## src/rtl/chip_bridge_vc_rcv.sv

```systemverilog
// Receive side of the chip bridge virtual-channel link.
// Reassembles 64-bit flits from pairs of 32-bit words for three NoC channels.
// Each channel buffers its flits in a first-word-fall-through FIFO.
// A one-cycle credit pulse is returned for every flit the consumer pops.
module chip_bridge_vc_rcv #(
  parameter int unsigned FIFO_DEPTH = 8,
  parameter int unsigned PTR_W      = 3
) (
  input  logic        clk,
  input  logic        rst,
  input  logic [31:0] data_in,
  input  logic [1:0]  channel_in,
  output logic [2:0]  credit_out,
  output logic [63:0] bout_data_1,
  output logic [63:0] bout_data_2,
  output logic [63:0] bout_data_3,
  output logic        bout_val_1,
  output logic        bout_val_2,
  output logic        bout_val_3,
  input  logic        bout_rdy_1,
  input  logic        bout_rdy_2,
  input  logic        bout_rdy_3,
  output logic [2:0]  overflow_err
);

  localparam logic [PTR_W:0] PtrOne = {{PTR_W{1'b0}}, 1'b1};

  logic [31:0]    r_half   [3];
  logic [2:0]     r_phase;
  logic [PTR_W:0] r_wr_ptr [3];
  logic [PTR_W:0] r_rd_ptr [3];
  logic [63:0]    r_mem    [3][FIFO_DEPTH];
  logic [2:0]     r_credit;
  logic [2:0]     r_ovf;

  logic [2:0]     w_rdy;
  logic [2:0]     w_hit;
  logic [2:0]     w_push;
  logic [2:0]     w_pop;
  logic [2:0]     w_full;
  logic [2:0]     w_empty;
  logic [2:0]     w_accept;
  logic [63:0]    w_head   [3];

  assign w_rdy = {bout_rdy_3, bout_rdy_2, bout_rdy_1};

  // Per-channel decode of the incoming word and FIFO status.
  always_comb begin
    w_hit    = '0;
    w_push   = '0;
    w_pop    = '0;
    w_full   = '0;
    w_empty  = '0;
    w_accept = '0;
    for (int c = 0; c < 3; c++) begin
      w_head[c]   = '0;
      w_hit[c]    = (channel_in == 2'(c + 1));
      w_push[c]   = w_hit[c] & r_phase[c];
      w_empty[c]  = (r_wr_ptr[c] == r_rd_ptr[c]);
      w_full[c]   = (r_wr_ptr[c][PTR_W] != r_rd_ptr[c][PTR_W]) &&
                    (r_wr_ptr[c][PTR_W-1:0] == r_rd_ptr[c][PTR_W-1:0]);
      w_pop[c]    = ~w_empty[c] & w_rdy[c];
      // A pop in the same cycle frees the slot, so a push at full is still accepted.
      w_accept[c] = w_push[c] & (~w_full[c] | w_pop[c]);
      if (!w_empty[c]) begin
        w_head[c] = r_mem[c][r_rd_ptr[c][PTR_W-1:0]];
      end
    end
  end

  // Phase, half registers, pointers, credits and sticky overflow flags.
  always_ff @(posedge clk) begin
    if (rst) begin
      r_phase  <= '0;
      r_credit <= '0;
      r_ovf    <= '0;
      for (int c = 0; c < 3; c++) begin
        r_half[c]   <= '0;
        r_wr_ptr[c] <= '0;
        r_rd_ptr[c] <= '0;
      end
    end else begin
      r_credit <= w_pop;
      for (int c = 0; c < 3; c++) begin
        if (w_hit[c]) begin
          r_phase[c] <= ~r_phase[c];
        end
        if (w_hit[c] && !r_phase[c]) begin
          r_half[c] <= data_in;
        end
        if (w_accept[c]) begin
          r_wr_ptr[c] <= r_wr_ptr[c] + PtrOne;
        end
        if (w_pop[c]) begin
          r_rd_ptr[c] <= r_rd_ptr[c] + PtrOne;
        end
        // Dropped flit: FIFO untouched, phase still returns to low half above.
        if (w_push[c] && !w_accept[c]) begin
          r_ovf[c] <= 1'b1;
        end
      end
    end
  end

  // FIFO storage; contents need no reset because the pointers gate visibility.
  always_ff @(posedge clk) begin
    for (int c = 0; c < 3; c++) begin
      if (!rst && w_accept[c]) begin
        r_mem[c][r_wr_ptr[c][PTR_W-1:0]] <= {data_in, r_half[c]};
      end
    end
  end

  assign credit_out   = r_credit;
  assign overflow_err = r_ovf;
  assign bout_val_1   = ~w_empty[0];
  assign bout_val_2   = ~w_empty[1];
  assign bout_val_3   = ~w_empty[2];
  assign bout_data_1  = w_head[0];
  assign bout_data_2  = w_head[1];
  assign bout_data_3  = w_head[2];

endmodule

```

## config.mk

```make
export PLATFORM = sky130hd
export DESIGN_NAME = chip_bridge_vc_rcv
export DESIGN_NICKNAME = d
export VERILOG_FILES = /design/src/rtl/chip_bridge_vc_rcv.sv
export SDC_FILE = /design/constraint.sdc
export NUM_CORES = 2
export LEC_CHECK = 0
export ABC_AREA = 1
export BUFFER_PORTS_ARGS = -buffer_cell sky130_fd_sc_hd__buf_2
export CELL_PAD_IN_SITES_DETAIL_PLACEMENT = 1
export CELL_PAD_IN_SITES_GLOBAL_PLACEMENT = 2
export CORE_MARGIN = 2
export CORE_UTILIZATION = 34
export CTS_CLUSTER_SIZE = 30
export DETAILED_ROUTE_END_ITERATION = 7
export PLACE_DENSITY_LB_ADDON = 0.1
export SYNTH_ARGS = -nofsm -noshare
export SYNTH_HDL_FRONTEND = slang
export SYNTH_SLANG_ARGS = --single-unit
```

## constraint.sdc

```tcl
create_clock -name clk -period 31 [get_ports clk]
set_input_delay 9.3 -clock clk [delete_from_list [all_inputs] [get_ports clk]]
set_output_delay 9.3 -clock clk [all_outputs]
set_load 0.02 [all_outputs]
```

# [Yosys cells after proc, flatten, opt, wreduce, memory -nomap -nowiden]
# Memories as Yosys holds them, arrays and structs flattened.
# Index checks and enable logic that the tools add are counted.
[word_totals] ff_bits=9 ram_bits=1656 input_bits=39 out_inout_bits=201 wordCells=166 n_memories=4
[classes] addsub=6 n_lt_le_gt_ge=9 eq_ne=12 muxes=68 bitwise=36 n_reduce_logical=24
[mem_list] memory="r_mem" depth=3 word_bits=512 rd=3 rd_ports_with_merged_regs=0 write_ports=1 line_no="32" text="logic [63:0] r_mem [3][FIFO_DEPTH];"
[mem_list] memory="r_half" depth=3 word_bits=32 rd=3 rd_ports_with_merged_regs=0 write_ports=3 line_no="28" text="logic [31:0] r_half [3];"
[mem_list] memory="r_rd_ptr" depth=3 word_bits=4 rd=3 rd_ports_with_merged_regs=0 write_ports=3 line_no="31" text="logic [PTR_W:0] r_rd_ptr [3];"
[mem_list] memory="r_wr_ptr" depth=3 word_bits=4 rd=3 rd_ports_with_merged_regs=0 write_ports=3 line_no="30" text="logic [PTR_W:0] r_wr_ptr [3];"
[op_table] op="$mux W512" count=7
[op_table] op="$reduce_or A512 Y1" count=2
[op_table] op="$mux W64" count=12
[op_table] op="$bmux W64 S3" count=3
[op_table] op="$demux W64 S3" count=3
[op_table] op="$mux W32" count=3
[op_table] op="$mux W1" count=32
[op_table] op="$add A4 B1 Y4 const B" count=6
[op_table] op="$ge A4 B4 Y1 const B" count=6
[op_table] op="$mux W4" count=6
[op_table] op="$not A3 Y4" count=6
[op_table] op="$logic_and A1 B1 Y1" count=15
[op_table] op="$eq A4 B4 Y1" count=3
[op_table] op="$lt A4 B1 Y1 const B" count=3
[op_table] op="$or A1 B1 Y1" count=12
[op_table] op="$and A1 B1 Y1" count=9
[op_table] op="$eq A3 B3 Y1" count=3
[op_table] op="$not A1 Y1" count=9
[op_table] op="$logic_not A1 Y1" count=7
[op_table] op="$eq A2 B2 Y1 const B" count=2
[op_table] op="$mux W2" count=2
[op_table] op="$ne A1 B1 Y1" count=3
[op_table] op="$eq A2 B1 Y1 const B" count=1

# [Logic depth before layout (Yosys ltp)]
[depth] ltp_word=11 mapped_depth=11 mapped_depth_nobuf=9

# [Least setup slack after synthesis]
# Ideal clock, no wire load.
[synth_timing] path_type="input-to-reg" from="input channel_in[1]" to="memory r_mem[0][100] in the netlist's numbering (enable)" setup_time_ns=0.644 arrival_ns=15.801 t_required_ns=30.356 slack_ns=14.555 stages=5 n_path_buf=0 path_cell_list="inv_1 nand3_1 nor2_1 nand2_2 nor4_1"
[synth_between] elab_chain_cells=9 elab_cells_between_ends=24 cone_classes="eq/ne (3); mux (10); bitwise (6); reduce/logical (5)"
[synth_rtl] item="start, declared" line_no="12" text="input logic [1:0] channel_in,"
[synth_rtl] item="$eq A2 B2 Y1" line_no="57" text="w_hit[c] = (channel_in == 2'(c + 1));"
[synth_rtl] item="$and A1 B1 Y1" line_no="58" text="w_push[c] = w_hit[c] & r_phase[c];"
[synth_rtl] item="$and A1 B1 Y1" line_no="64" text="w_accept[c] = w_push[c] & (~w_full[c] | w_pop[c]);"
[synth_rtl] item="$logic_and A1 B1 Y1" line_no="108" text="if (!rst && w_accept[c]) begin"
[synth_rtl] item="$mux W1" line_no="108"
[synth_rtl] item="$mux W512 (not written as such)" line_no="109" text="r_mem[c][r_wr_ptr[c][PTR_W-1:0]] <= {data_in, r_half[c]};"
[synth_rtl] item="$reduce_or A512 Y1 (no source line)"
[synth_rtl] item="$mux W2 (no source line) / $mux W512 (equally long branches) (2 in a row)"
[synth_rtl] item="end, declared" line_no="32"
# Several ways; a longest one is shown, not always the timed one.

==> results.json <==
{
  "period_needed_ns": 14.16,
  "tightest_slew_ns": 1.177,
  "synth_seq_cells": 1665,
  "wl_per_cell_um": 27.34,
  "arrival_ns": 4.86,
  "critPathLaunchType": "flop",
  "routed_wl_mm": 208.4,
  "holdPathStages": 2,
  "timing.fmax_mhz": 70.62,
  "dr_total_vias": 39730,
  "ys_types": 33,
  "drc": 22,
  "clk_pin_slew_worst_paths_ns": 0.06,
  "crit_required_ns": 21.70,
  "insertion_delay_ns": 0.82,
  "p_leak_nw": 24.23,
  "hold_viol": 0,
  "avgSynthCellArea_sq_um": 13.46,
  "dr.pass1.iters": 7,
  "grt_overflow": 0,
  "num-fill-cells": 19410,
  "synth_edf_count": 1656,
  "slew_headroom_pct": 21.24,
  "ctsResizeCount": 0,
  "skew_ns": 0.02931,
  "syn_to_final_growth_pct": 14.94,
  "stdcell_count": 7624,
  "dieWidth_um": 438.6,
  "cts.sinks": 1665,
  "grt_pass1_wl_mm": 295.7,
  "status": "complete, but fails checks",
  "die_area_sq_um": 192300,
  "timing.rr.end": "r_mem[0][1256]",
  "synth_area_sq_um": 64210,
  "min_to": "overflow_err[2]",
  "vdd_drop_max_mv": 0.06395,
  "std_cell_rows": 159,
  "grt_pass1_vias": 40840,
  "synthFlopType": "edfxtp_1",
  "ys_warn_count": 0,
  "worstHoldStart": "overflow_err[2]",
  "setup_tns_ns": 0,
  "antenna_found_initial": 22,
  "ys_seq_area_share_pct": 77.73,
  "cp-end-kind": "output pin",
  "reg2reg_slack_ns": 26.58,
  "setup_viol": 0,
  "gp_congestion": 0.7311,
  "r2r_cells": 11,
  "syn_nets": 4815,
  "cts_setup_buffers": 0,
  "crit_fanout": 94,
  "io_pins": 240,
  "grt_use_total_pct": 21.40,
  "fp.dieH_um": 438.6,
  "initial_utilization_pct": 34.19,
  "criticalPathCategory": "reg -> out",
  "fin_nets": 5026,
  "violations": "design-rule violations",
  "rsz0062_at_grt": "no",
  "cts_buffers": 183,
  "maxCapViolations": 0,
  "htreeDepth": 4,
  "fp.coreArea_sq_um": 187800,
  "drv_slew": 0,
  "port_buffers": 239,
  "place_inst": 7291,
  "clockBufferDepth": 3,
  "rr_startpoint": "r_rd_ptr[0][8]",
  "via_per_inst": 5.211,
  "power_w": 0.005674,
  "grt_start_max_net_pins": 215,
  "antenna_left": 0,
  "dp_hpwl_mm": 109.0,
  "synthCells": 4770,
  "ctsHoldBuffers": 0,
  "tritoncts": "done",
  "cts_root_buf": "clkbuf_16",
  "drt_iter0_markers": 3419,
  "fin_crit_sh_pct": 45.68,
  "powerDensity_nw_per_um2": 76.89,
  "async_reset_ff_share_pct": 0,
  "drive_gt1_share_pct": 13.01,
  "hp-class": "reg -> reg"
}
-- metrics by stage --
step           hold slack, ns  area, sq um  utilization (%)  worst slack, ns
4_1_cts                0.4752        73790            39.29            16.62
3_3_place_gp           0.4546        68200            36.32            17.61
6_report               0.4676        73800            39.29            16.84
2_1_floorplan          0.4757        64210                -            14.55
5_1_grt                0.4967        73790            39.29            16.35
3_5_place_dp           0.4629        68200            36.32            17.54
-- cell usage after synthesis (6+ instances only) --
| master | count | area (sq um) |
|---|---|---|
| inv_1 | 64 | 240.2 |
| o21ai_0 | 899 | 4499 |
| o22ai_1 | 384 | 2402 |
| nor2_1 | 1224 | 4594 |
| buf_6 | 6 | 67.56 |
| buf_2 | 104 | 520.5 |
| ha_1 | 6 | 75.07 |
| clkbuf_1 | 207 | 777.0 |
| nand3_1 | 9 | 45.04 |
| nor3_1 | 16 | 80.08 |
| xor2_1 | 6 | 52.55 |
| o21ai_1 | 62 | 310.3 |
| dfxtp_1 | 9 | 180.2 |
| edfxtp_1 | 1656 | 49730 |
| nand2_1 | 56 | 210.2 |
| xnor2_1 | 7 | 61.31 |
| nor2_2 | 15 | 93.84 |
-- cell type report --
type                    count  area (sq um)  share of cell area (%)
diodes                      4         10.01                 0.01356
clock buffers             227          4882                   6.616
clock inverters           102         703.2                  0.9529
inverters                  71         287.8                  0.3900
multi-input cells        2706         12810                   17.36
flip-flops and latches   1665         49910                   67.63
well taps                2495          3122                   4.230
repair buffers            354          2072                   2.808
-- worst max-delay path by stage --
stage	slack, ns	from	to	cells past startpoint
6_report	16.84	r_rd_ptr[0][4]	bout_data_2[0]	8
5_1_grt	16.35	r_rd_ptr[0][4]	bout_data_2[15]	8
3_5_place_dp	17.54	r_rd_ptr[0][4]	bout_data_2[15]	8
3_3_place_gp	17.61	r_rd_ptr[0][4]	bout_data_2[15]	8
4_1_cts	16.62	r_rd_ptr[0][4]	bout_data_2[15]	8
2_1_floorplan	14.55	channel_in[1]	r_mem[0][100]	5
-- cell usage in the layout, fill, tap and decap left out, drive strengths merged, types with 5 or more instances in the layout --
cell | synthesis | routed
xnor2 | 8 | 8
inv | 69 | 72
buf | 116 | 354
nor2 | 1241 | 1241
bufinv | 0 | 8
clkinv | 2 | 92
a21oi | 5 | 5
edfxtp | 1656 | 1656
xor2 | 6 | 6
nand2 | 61 | 61
o21ai | 961 | 961
nor3 | 16 | 16
o22ai | 384 | 384
ha | 6 | 6
clkbuf | 212 | 227
nand3 | 12 | 12
dfxtp | 9 | 9
-- worst max-delay path, cell delays in order (launching register included) --
cell and delay (ns):
edfxtp_1 0.46, buf_4 0.81, buf_4 0.89, buf_4 0.78, o21ai_0 0.24, o22ai_1 0.20
o21ai_0 0.10, nor2_1 0.29, buf_2 0.22
-- where the power goes --
group / switching [W] / internal [W] / total [W]
clock: 0.000885 / 0.00117 / 0.00206
sequential: 0.0000290 / 0.00251 / 0.00254
combinational: 0.000800 / 0.000277 / 0.00108
-- state kept, by name, summed over array words and instances (netlist names) --
register      flops
r_mem          1536
r_half           96
r_rd_ptr         12
r_wr_ptr         12
credit_out        3
overflow_err      3
r_phase           3
-- cells by family after synthesis --
| family | synth area share [%] |
|---|---|
| XOR/XNOR | 0.2027 |
| AO/OA/AOI/OAI | 11.29 |
| adder cells (fa/ha/maj) | 0.1169 |
| buffers and inverters | 2.644 |
| flip-flops | 77.73 |
| AND/OR/NAND/NOR | 8.009 |
-- layer usage --
layer,track usage [%],wire length (um)
met5,0,0
met4,6.258,5456
met3,2.496,7864
met2,36.86,102700
met1,28.39,92380
Note: power is estimated with default switching activity, not from simulation.
